<file path="src/rtl/async_req_arbiter_pkg.sv">
// Shared types and helpers for the asynchronous-request arbiter family.
// rr_pick is written for up to MaxReq requesters so other arbiters can reuse it.
package async_req_arbiter_pkg;

    typedef enum logic [1:0] {StIdle, StBusy, StAck} state_e;

    localparam int unsigned MaxReq = 16;

    function automatic int unsigned clog2(input int unsigned v);
        int unsigned r;
        r = 0;
        for (int unsigned i = 0; i < 32; i++) begin
            if ((32'd1 << i) < v) r = i + 1;
        end
        return r;
    endfunction

    // First set bit of req searching upward from (last+1) mod n, with wrap.
    // Returns last when no bit is set.
    function automatic logic [3:0] rr_pick(input logic [MaxReq-1:0] req,
                                           input logic [3:0]        last,
                                           input int unsigned       n);
        logic [3:0] pick;
        logic       found;
        logic [4:0] idx;
        pick  = last;
        found = 1'b0;
        for (int unsigned off = 1; off <= MaxReq; off++) begin
            idx = 5'({1'b0, last}) + 5'(off);
            if (32'(idx) >= n) idx = idx - 5'(n);
            if (!found && off <= n && req[idx[3:0]]) begin
                pick  = idx[3:0];
                found = 1'b1;
            end
        end
        return pick;
    endfunction

endpackage

</file>
<file path="src/rtl/async_req_arbiter_sync.sv">
// Single-bit two-flop synchroniser with asynchronous active-high reset.
module sync_2ff (
    input  logic clk,
    input  logic async_reset,
    input  logic d,
    output logic q
);

    logic meta_q;
    logic sync_q;

    always_ff @(posedge clk or posedge async_reset) begin
        if (async_reset) begin
            meta_q <= 1'b0;
            sync_q <= 1'b0;
        end else begin
            meta_q <= d;
            sync_q <= meta_q;
        end
    end

    assign q = sync_q;

endmodule

</file>
<file path="src/rtl/async_req_arbiter.sv">
// Round-robin arbiter granting one multi-cycle shared resource to N_REQ
// requesters that use 4-phase req/ack handshakes from another clock domain.
module async_req_arbiter
    import async_req_arbiter_pkg::*;
#(
    parameter int unsigned N_REQ          = 4,
    parameter int unsigned IDX_W          = clog2(N_REQ),
    parameter int unsigned TIMEOUT_CYCLES = 255,
    parameter int unsigned CNT_W          = 8
) (
    input  logic             clk,
    input  logic             async_reset,
    input  logic [N_REQ-1:0] req_async,
    output logic [N_REQ-1:0] ack,
    output logic             res_start,
    output logic [IDX_W-1:0] res_sel,
    input  logic             res_done,
    output logic             busy,
    output logic             err_timeout,
    output logic             err_sticky,
    input  logic             err_clr
);

    logic [N_REQ-1:0] req_sync;

    for (genvar i = 0; i < N_REQ; i++) begin : g_sync
        sync_2ff u_sync (
            .clk         (clk),
            .async_reset (async_reset),
            .d           (req_async[i]),
            .q           (req_sync[i])
        );
    end

    state_e           state_q, state_d;
    logic [IDX_W-1:0] sel_q, sel_d;
    logic [IDX_W-1:0] last_q, last_d;
    logic [CNT_W-1:0] cnt_q, cnt_d;
    logic [N_REQ-1:0] ack_q, ack_d;
    logic             start_q, start_d;
    logic             busy_q, busy_d;
    logic             err_to_q, err_to_d;
    logic             err_sticky_q, err_sticky_d;

    logic [IDX_W-1:0] winner;
    logic             timeout_hit;

    assign winner      = IDX_W'(rr_pick(MaxReq'(req_sync), 4'(last_q), N_REQ));
    assign timeout_hit = (cnt_q == CNT_W'(TIMEOUT_CYCLES - 1));

    always_ff @(posedge clk or posedge async_reset) begin
        if (async_reset) begin
            state_q      <= StIdle;
            sel_q        <= '0;
            last_q       <= IDX_W'(N_REQ - 1);
            cnt_q        <= '0;
            ack_q        <= '0;
            start_q      <= 1'b0;
            busy_q       <= 1'b0;
            err_to_q     <= 1'b0;
            err_sticky_q <= 1'b0;
        end else begin
            state_q      <= state_d;
            sel_q        <= sel_d;
            last_q       <= last_d;
            cnt_q        <= cnt_d;
            ack_q        <= ack_d;
            start_q      <= start_d;
            busy_q       <= busy_d;
            err_to_q     <= err_to_d;
            err_sticky_q <= err_sticky_d;
        end
    end

    always_comb begin
        state_d = state_q;
        sel_d   = sel_q;
        last_d  = last_q;
        cnt_d   = cnt_q;
        unique case (state_q)
            StIdle: begin
                if (|req_sync) begin
                    state_d = StBusy;
                    sel_d   = winner;
                    cnt_d   = '0;
                end
            end
            StBusy: begin
                cnt_d = cnt_q + CNT_W'(1);
                // A done arriving on the timeout cycle still counts as done.
                if (res_done || timeout_hit) state_d = StAck;
            end
            StAck: begin
                if (!req_sync[sel_q]) begin
                    state_d = StIdle;
                    last_d  = sel_q;
                end
            end
            default: state_d = StIdle;
        endcase
    end

    // Outputs are computed from the next state so they leave a flop in step with it.
    always_comb begin
        ack_d = '0;
        if (state_d == StAck) ack_d[sel_d] = 1'b1;
        start_d      = (state_q == StIdle) && (state_d == StBusy);
        busy_d       = (state_d != StIdle);
        err_to_d     = (state_q == StBusy) && !res_done && timeout_hit;
        err_sticky_d = err_to_d | (err_sticky_q & ~err_clr);
    end

    assign ack         = ack_q;
    assign res_start   = start_q;
    assign res_sel     = sel_q;
    assign busy        = busy_q;
    assign err_timeout = err_to_q;
    assign err_sticky  = err_sticky_q;

endmodule

</file>
<file path="config.mk">
export PLATFORM = sky130hd
export DESIGN_NAME = async_req_arbiter
export DESIGN_NICKNAME = d
export VERILOG_FILES = /design/src/rtl/async_req_arbiter_pkg.sv /design/src/rtl/async_req_arbiter_sync.sv /design/src/rtl/async_req_arbiter.sv
export SDC_FILE = /design/constraint.sdc
export NUM_CORES = 1
export LEC_CHECK = 0
export BUFFER_PORTS_ARGS = -buffer_cell sky130_fd_sc_hd__buf_2
export CAP_MARGIN = 20
export CORE_MARGIN = 5
export CORE_UTILIZATION = 54
export DETAILED_ROUTE_END_ITERATION = 10
export GPL_TIMING_DRIVEN = 0
export MAX_ROUTING_LAYER = met4
export PLACE_DENSITY = 0.82
export SLEW_MARGIN = 20
export SYNTH_ARGS = -nofsm -noshare
export SYNTH_HDL_FRONTEND = slang
export SYNTH_SLANG_ARGS = --single-unit
</file>
<file path="constraint.sdc">
create_clock -name clk -period 7.3 [get_ports clk]
set_input_delay 0 -clock clk [delete_from_list [all_inputs] [get_ports clk]]
set_output_delay 0 -clock clk [all_outputs]
set_load 0.005 [all_outputs]
</file>
## Word level (Yosys, flattened, before mapping)

Cells that the tools add are included.

| word-level totals | value |
|---|---|
| register bits | 30 |
| bits in latches | 0 |
| bits in writable memories | 0 |
| ROM bits | 0 |
| bits of input ports | 8 |
| output and inout bits | 10 |
| logic and storage cells | 97 |
| memories | 0 |

| operators by class | value |
|---|---|
| $add $sub $neg | 9 |
| multipliers | 0 |
| divide/modulo/power cells | 0 |
| $lt $le $gt $ge | 11 |
| equal/unequal tests | 6 |
| shift-type cells | 0 |
| multiplexer cells | 32 |
| bitwise gates (word level) | 4 |
| reduce and logical (&&, ||, !) cells | 18 |

Operator list:

| kind | count |
|---|---|
| $lt 4x5->1 const B | 4 |
| $mux 4 | 5 |
| $mux 2 | 9 |
| $bmux 1 s4 | 4 |
| $pmux 8 s2 | 1 |
| $sub 3x3->4 const B | 3 |
| $ge 3x3->1 const B | 3 |
| $mux 1 | 9 |
| $add 8x1->8 const B | 1 |
| $eq 8x8->1 const B | 1 |
| $mux 8 | 1 |
| $logic_and 1x1->1 | 7 |
| $add 2x2->3 const B | 2 |
| $lt 2x3->1 const B | 2 |
| $pmux 2 s3 | 1 |
| $add 2x3->4 const B | 1 |
| $eq 2x1->1 const B | 2 |
| $eq 2x2->1 const B | 2 |
| $ge 4x3->1 const B | 1 |
| $logic_not 1->1 | 4 |
| $reduce_and 2->1 | 2 |
| $reduce_bool 2->1 | 2 |
| $reduce_or 4->1 | 1 |
| $sub 4x3->4 const B | 1 |
| other kinds (10) | 11 |

## Depth between registers and ports, before layout

| depth | value |
|---|---|
| depth after elaboration | 22 |
| mapped depth | 9 |
| depth with buffers taken out | 8 |

## Hierarchy

A second synthesis with hierarchy kept.

| unflattened totals | value |
|---|---|
| cell total of the unflattened synthesis | 144 |
| area, all modules | 1,525.2 um^2 |

Modules (own cells, without submodules):

| module | instances | cells an instance | area each (um^2) | sequential area each (um^2) |
|---|---|---|---|---|
| async_req_arbiter | 1 | 132 | 1,310.0 | 553.0 |
| sync_2ff | 4 | 3 | 53.8 | 50.0 |

## Worst setup path before layout

Ideal clock, no wire load.

| path | value |
|---|---|
| path kind | reg2reg |
| start point | reg last_q[0] |
| end point | reg ack_q[1] (netlist: ack[1]) |
| setup time | 73 ps |
| arrival | 2,284 ps |
| data required time | 7,227 ps |
| path slack | 4,943 ps |
| cell stages (with the launch flop) | 10 |
| path buffers | 1 |
| clock period less this slack | 2,357 ps |
| cell sequence | dfstp_2 -> buf_6 -> inv_1 -> ha_1 -> nor2_1 -> o32ai_2 -> a311oi_1 -> or3_4 -> a31oi_4 -> nor2b_1 |

| on the way | value |
|---|---|
| longest elaborated chain between the ends | 22 |
| elaborated cells on any way between the ends | 45 |
| classes of those cells | add/sub (8); order compare (6); mux (24); reduce/logical (7) |

RTL lines:

| element | line | source |
|---|---|---|
| start, declared | async_req_arbiter.sv:37 | `logic [IDX_W-1:0] last_q, last_d;` |
| start signal, assigned | async_req_arbiter.sv:55 | `last_q <= IDX_W'(N_REQ - 1);` |
| start signal, assigned | async_req_arbiter.sv:65 | `last_q <= last_d;` |
| $add 2x1->3 | async_req_arbiter_pkg.sv:29 | `idx = 5'({1'b0, last}) + 5'(off);` |
| $sub 3x3->4 or $ge 3x3->1 (tied branches) | async_req_arbiter_pkg.sv:30 | `if (32'(idx) >= n) idx = idx - 5'(n);` |
| $mux 4 | async_req_arbiter_pkg.sv:30 |  |
| $bmux 1 s4 | async_req_arbiter_pkg.sv:31 | `if (!found && off <= n && req[idx[3:0]]) begin` |
| $mux 1 (implied by the code) | async_req_arbiter_pkg.sv:31 |  |
| $mux 1 | async_req_arbiter_pkg.sv:31 |  |
| $logic_not 1->1 | async_req_arbiter_pkg.sv:31 |  |
| $logic_and 1x1->1 | async_req_arbiter_pkg.sv:31 |  |
| [8 not listed] | n/a |  |
| $mux 2 (*) | async_req_arbiter.sv:80 | `unique case (state_q)` |
| net sel_d[0] | async_req_arbiter.sv:36 | `logic [IDX_W-1:0] sel_q, sel_d;` |
| $lt 2x3->1 (implied by the code) or $ge 2x1->1 (tied branches) | async_req_arbiter.sv:106 | `if (state_d == StAck) ack_d[sel_d] = 1'b1;` |
| $logic_and 1x1->1 (implied by the code) | async_req_arbiter.sv:106 |  |
| $mux 1 (implied by the code) | async_req_arbiter.sv:106 |  |
| $demux 1 s2 (*) | async_req_arbiter.sv:106 |  |
| $mux 4 (*) | async_req_arbiter.sv:106 |  |
| net ack_d[1] | async_req_arbiter.sv:39 | `logic [N_REQ-1:0] ack_q, ack_d;` |
| end signal, assigned | async_req_arbiter.sv:67 | `ack_q <= ack_d;` |
| end, declared | async_req_arbiter.sv:39 |  |

The timed path passes the listed nets; every way through them passes the cells marked *. The select of a mux whose other input is x is not followed.
A chain may end at the register's enable or synchronous reset.

## Worst setup path in the final report

Ends and elaborated chain as after synthesis.

==> run metrics <==
outcome=finished clean; P&R area growth vs syn=17.3%; count of clock tree sinks=30; FMAX=379 MHz; clock buffer count from CTS=5; Non-Filler Instances=200; largest net degree at the start of global routing=31; pre-CTS setup slack=4.66 ns; Critical Path Start=last_q[0]$_DFFE_PP1P_; 1st-iter DRT viols=45; Setup TNS=0 ns; Synth area leaders=dfrtp_1 (48%), ha_1 (6.0%), o21ai_0 (5.1%); worst hold slack=0.269 ns; skew final=0.00445 ns; Mapped Nets=152; Initial Util=0.547; final worst setup slack=4.66 ns; layout cells sized above 1=0.231; final hold violation count=0; CTS root buffer=clkbuf_4; syn_area_per_cell=10.7 um^2; post-synthesis sequential area ratio=0.512; Top Ports=18; Reg2Reg Launch Point=last_q[0]$_DFFE_PP1P_; Die X=62.2 um; Final Util=0.642; drt wl/cell=13.7 um; Tot Pwr=0.633 mW; slew margin rel.=0.601; crit path max fanout=10; Die Footprint=3870 um^2; die height=62.2 um; Antenna Cells=0; Yosys top cell area share=0.477; Clock Tree Buf Depth=2; gpl congestion=0.912; period utilisation layout=0.362; crit end category=flip-flop; Worst Path Required=7.57 ns; Final setup viols=0; # rows=19; measured slew at the worst slew-check pin=0.598 ns; # DRC=0; CP Launch Type=flip-flop; Worst Path Arrival=2.91 ns; VDD IR max=244 uV; Syn Inst Count=137; most frequent cells in the layout=dfrtp_1 (28), buf_2 (18), o21ai_0 (15); distinct cell type count after synthesis=39; Leakage=0.811 nW; final slew viol count=0; overall routing resource usage=0.160; RR Endpoint=ack[1]$_DFF_PP0_; MaxCap Viol Count=0; nets@finish=183; First-pass DRT Iterations=4; Yosys top cell by area=dfrtp_1; Cell Area, Synth=1470 um^2; Design Area, Final=1720 um^2; Detail Route Antenna Nets=0; via count=1119; RSZ-0062 raised after global routing=false; post-synthesis register bit count=30; PortBufs=17; Overflow after GRT=0; initial antenna violation count=0; Period minus WS final=2.64 ns; vias in the first global route=1071; worst min-delay path class=in2async; dpl cells=185; commonest non-fill, non-tap cell in the layout=dfrtp_1; worst reg-to-reg path cell count=9; vias per cell=5.60; clk_lat worst skew=0.33 ns; Worst Setup Path Type=reg2reg; Clock H-tree levels=2; Core Area=2690 um^2; total wire length=2740 um; Reg clk slew, reported paths=0.09 ns; first-pass GRT wire length=4700 um; DP HPWL=2040 um; R2R setup slack=4.66 ns; Synthesis Warnings=0; TritonCTS clock tree=done; Area after DPL=1590 um^2; P per Cell Area=367 nW/um^2
-- timing repair --
action                                 CTS  global route
endpoints found under the hold margin   35             0
hold buffers                             7             0
setup buffers                            0             0
resized for setup                        0             0
-- cell type report --
type | instances | area (um^2)
tap | 31 | 38.8
sequential | 30 | 753
clock inverter | 1 | 5.00
inverter | 8 | 30.0
buffer | 3 | 20.0
multi-input combinational | 96 | 667
fill | 212 | 962
clock buffer | 7 | 55.1
timing repair buffer | 24 | 155
-- worst max-delay path, cell delays in order (launching register included) --
cell	delay (ns)
dfstp_2	0.63
buf_6	0.16
inv_1	0.08
ha_1	0.42
nor2_1	0.09
o32ai_2	0.25
a311oi_1	0.15
or3_4	0.39
a31oi_4	0.23
nor2b_1	0.16
-- cell families (layout without fill, tap and decap cells) --
| kind of cell | after synthesis | after routing | synth area share |
|---|---|---|---|
| AOI/OAI and AO/OA | 34 | 34 | 0.159 |
| muxes | 6 | 6 | 0.0511 |
| DFF | 30 | 30 | 0.512 |
| and+or+nand+nor | 49 | 49 | 0.184 |
| buffers and inverters | 11 | 43 | 0.0340 |
| adders and majority gates | 7 | 7 | 0.0596 |
-- layer usage --
layer  global-route usage  wire length, um  share of wire
met1                0.175             1180           0.43
met2                0.251             1340           0.49
met4               0.0650               49          0.018
met5                    -                0              0
met3               0.0703              177          0.065
-- power by group --
part | total, mW | internal, mW | switching, mW
Sequential | 0.248 | 0.209 | 0.0390
Clock | 0.103 | 0.0466 | 0.0560
Combinational | 0.283 | 0.130 | 0.153
Total | 0.633 | 0.385 | 0.248
-- sequential cells by signal (all words and copies together), names as in the netlist --
name                  cells
busy                      1
state_q                   2
res_sel                   2
g_sync.u_sync.meta_q      4
res_start                 1
cnt_q                     8
err_sticky                1
last_q                    2
err_timeout               1
g_sync.u_sync.q           4
ack                       4
-- how the worst max path moves through the flow --
stage,endpoint,slack [ns],cells past startpoint
final,ack[1]$_DFF_PP0_,4.66,9
after global routing,ack[1]$_DFF_PP0_,4.46,9
after CTS,ack[1]$_DFF_PP0_,4.63,9
after detailed placement,ack[1]$_DFF_PP0_,4.66,9
after global placement,ack[1]$_DFF_PP0_,4.77,9
after floorplan,ack[1]$_DFF_PP0_,4.94,9
-- cells in the mapped netlist --
| cell type | instances |
|---|---|
| dfstp_2 | 2 |
| ha_1 | 7 |
| inv_1 | 7 |
| a31oi_1 | 3 |
| nand3b_1 | 1 |
| o21ai_0 | 15 |
| nand3_1 | 4 |
| nor3b_2 | 1 |
| nand2_1 | 12 |
| buf_6 | 1 |
| and3_1 | 2 |
| or2_2 | 1 |
| a311oi_1 | 2 |
| o31ai_1 | 3 |
| buf_2 | 1 |
| or3_1 | 1 |
| nand2b_1 | 3 |
| nor4_1 | 2 |
| mux2i_1 | 3 |
| and2b_1 | 1 |
| mux2_2 | 2 |
| dfrtp_1 | 28 |
| o21ai_1 | 1 |
| mux4_2 | 1 |
| a21o_1 | 3 |
| inv_2 | 1 |
| nand4_1 | 3 |
| nor2_1 | 8 |
| a31oi_4 | 1 |
| nor3b_1 | 4 |
| a21oi_1 | 2 |
| or3_4 | 1 |
| o2bb2ai_1 | 1 |
| a21oi_2 | 1 |
| a21boi_0 | 1 |
| clkbuf_1 | 1 |
| nor2b_1 | 4 |
| o32ai_2 | 1 |
| and2_1 | 1 |
(Power assumes the default switching activity.)
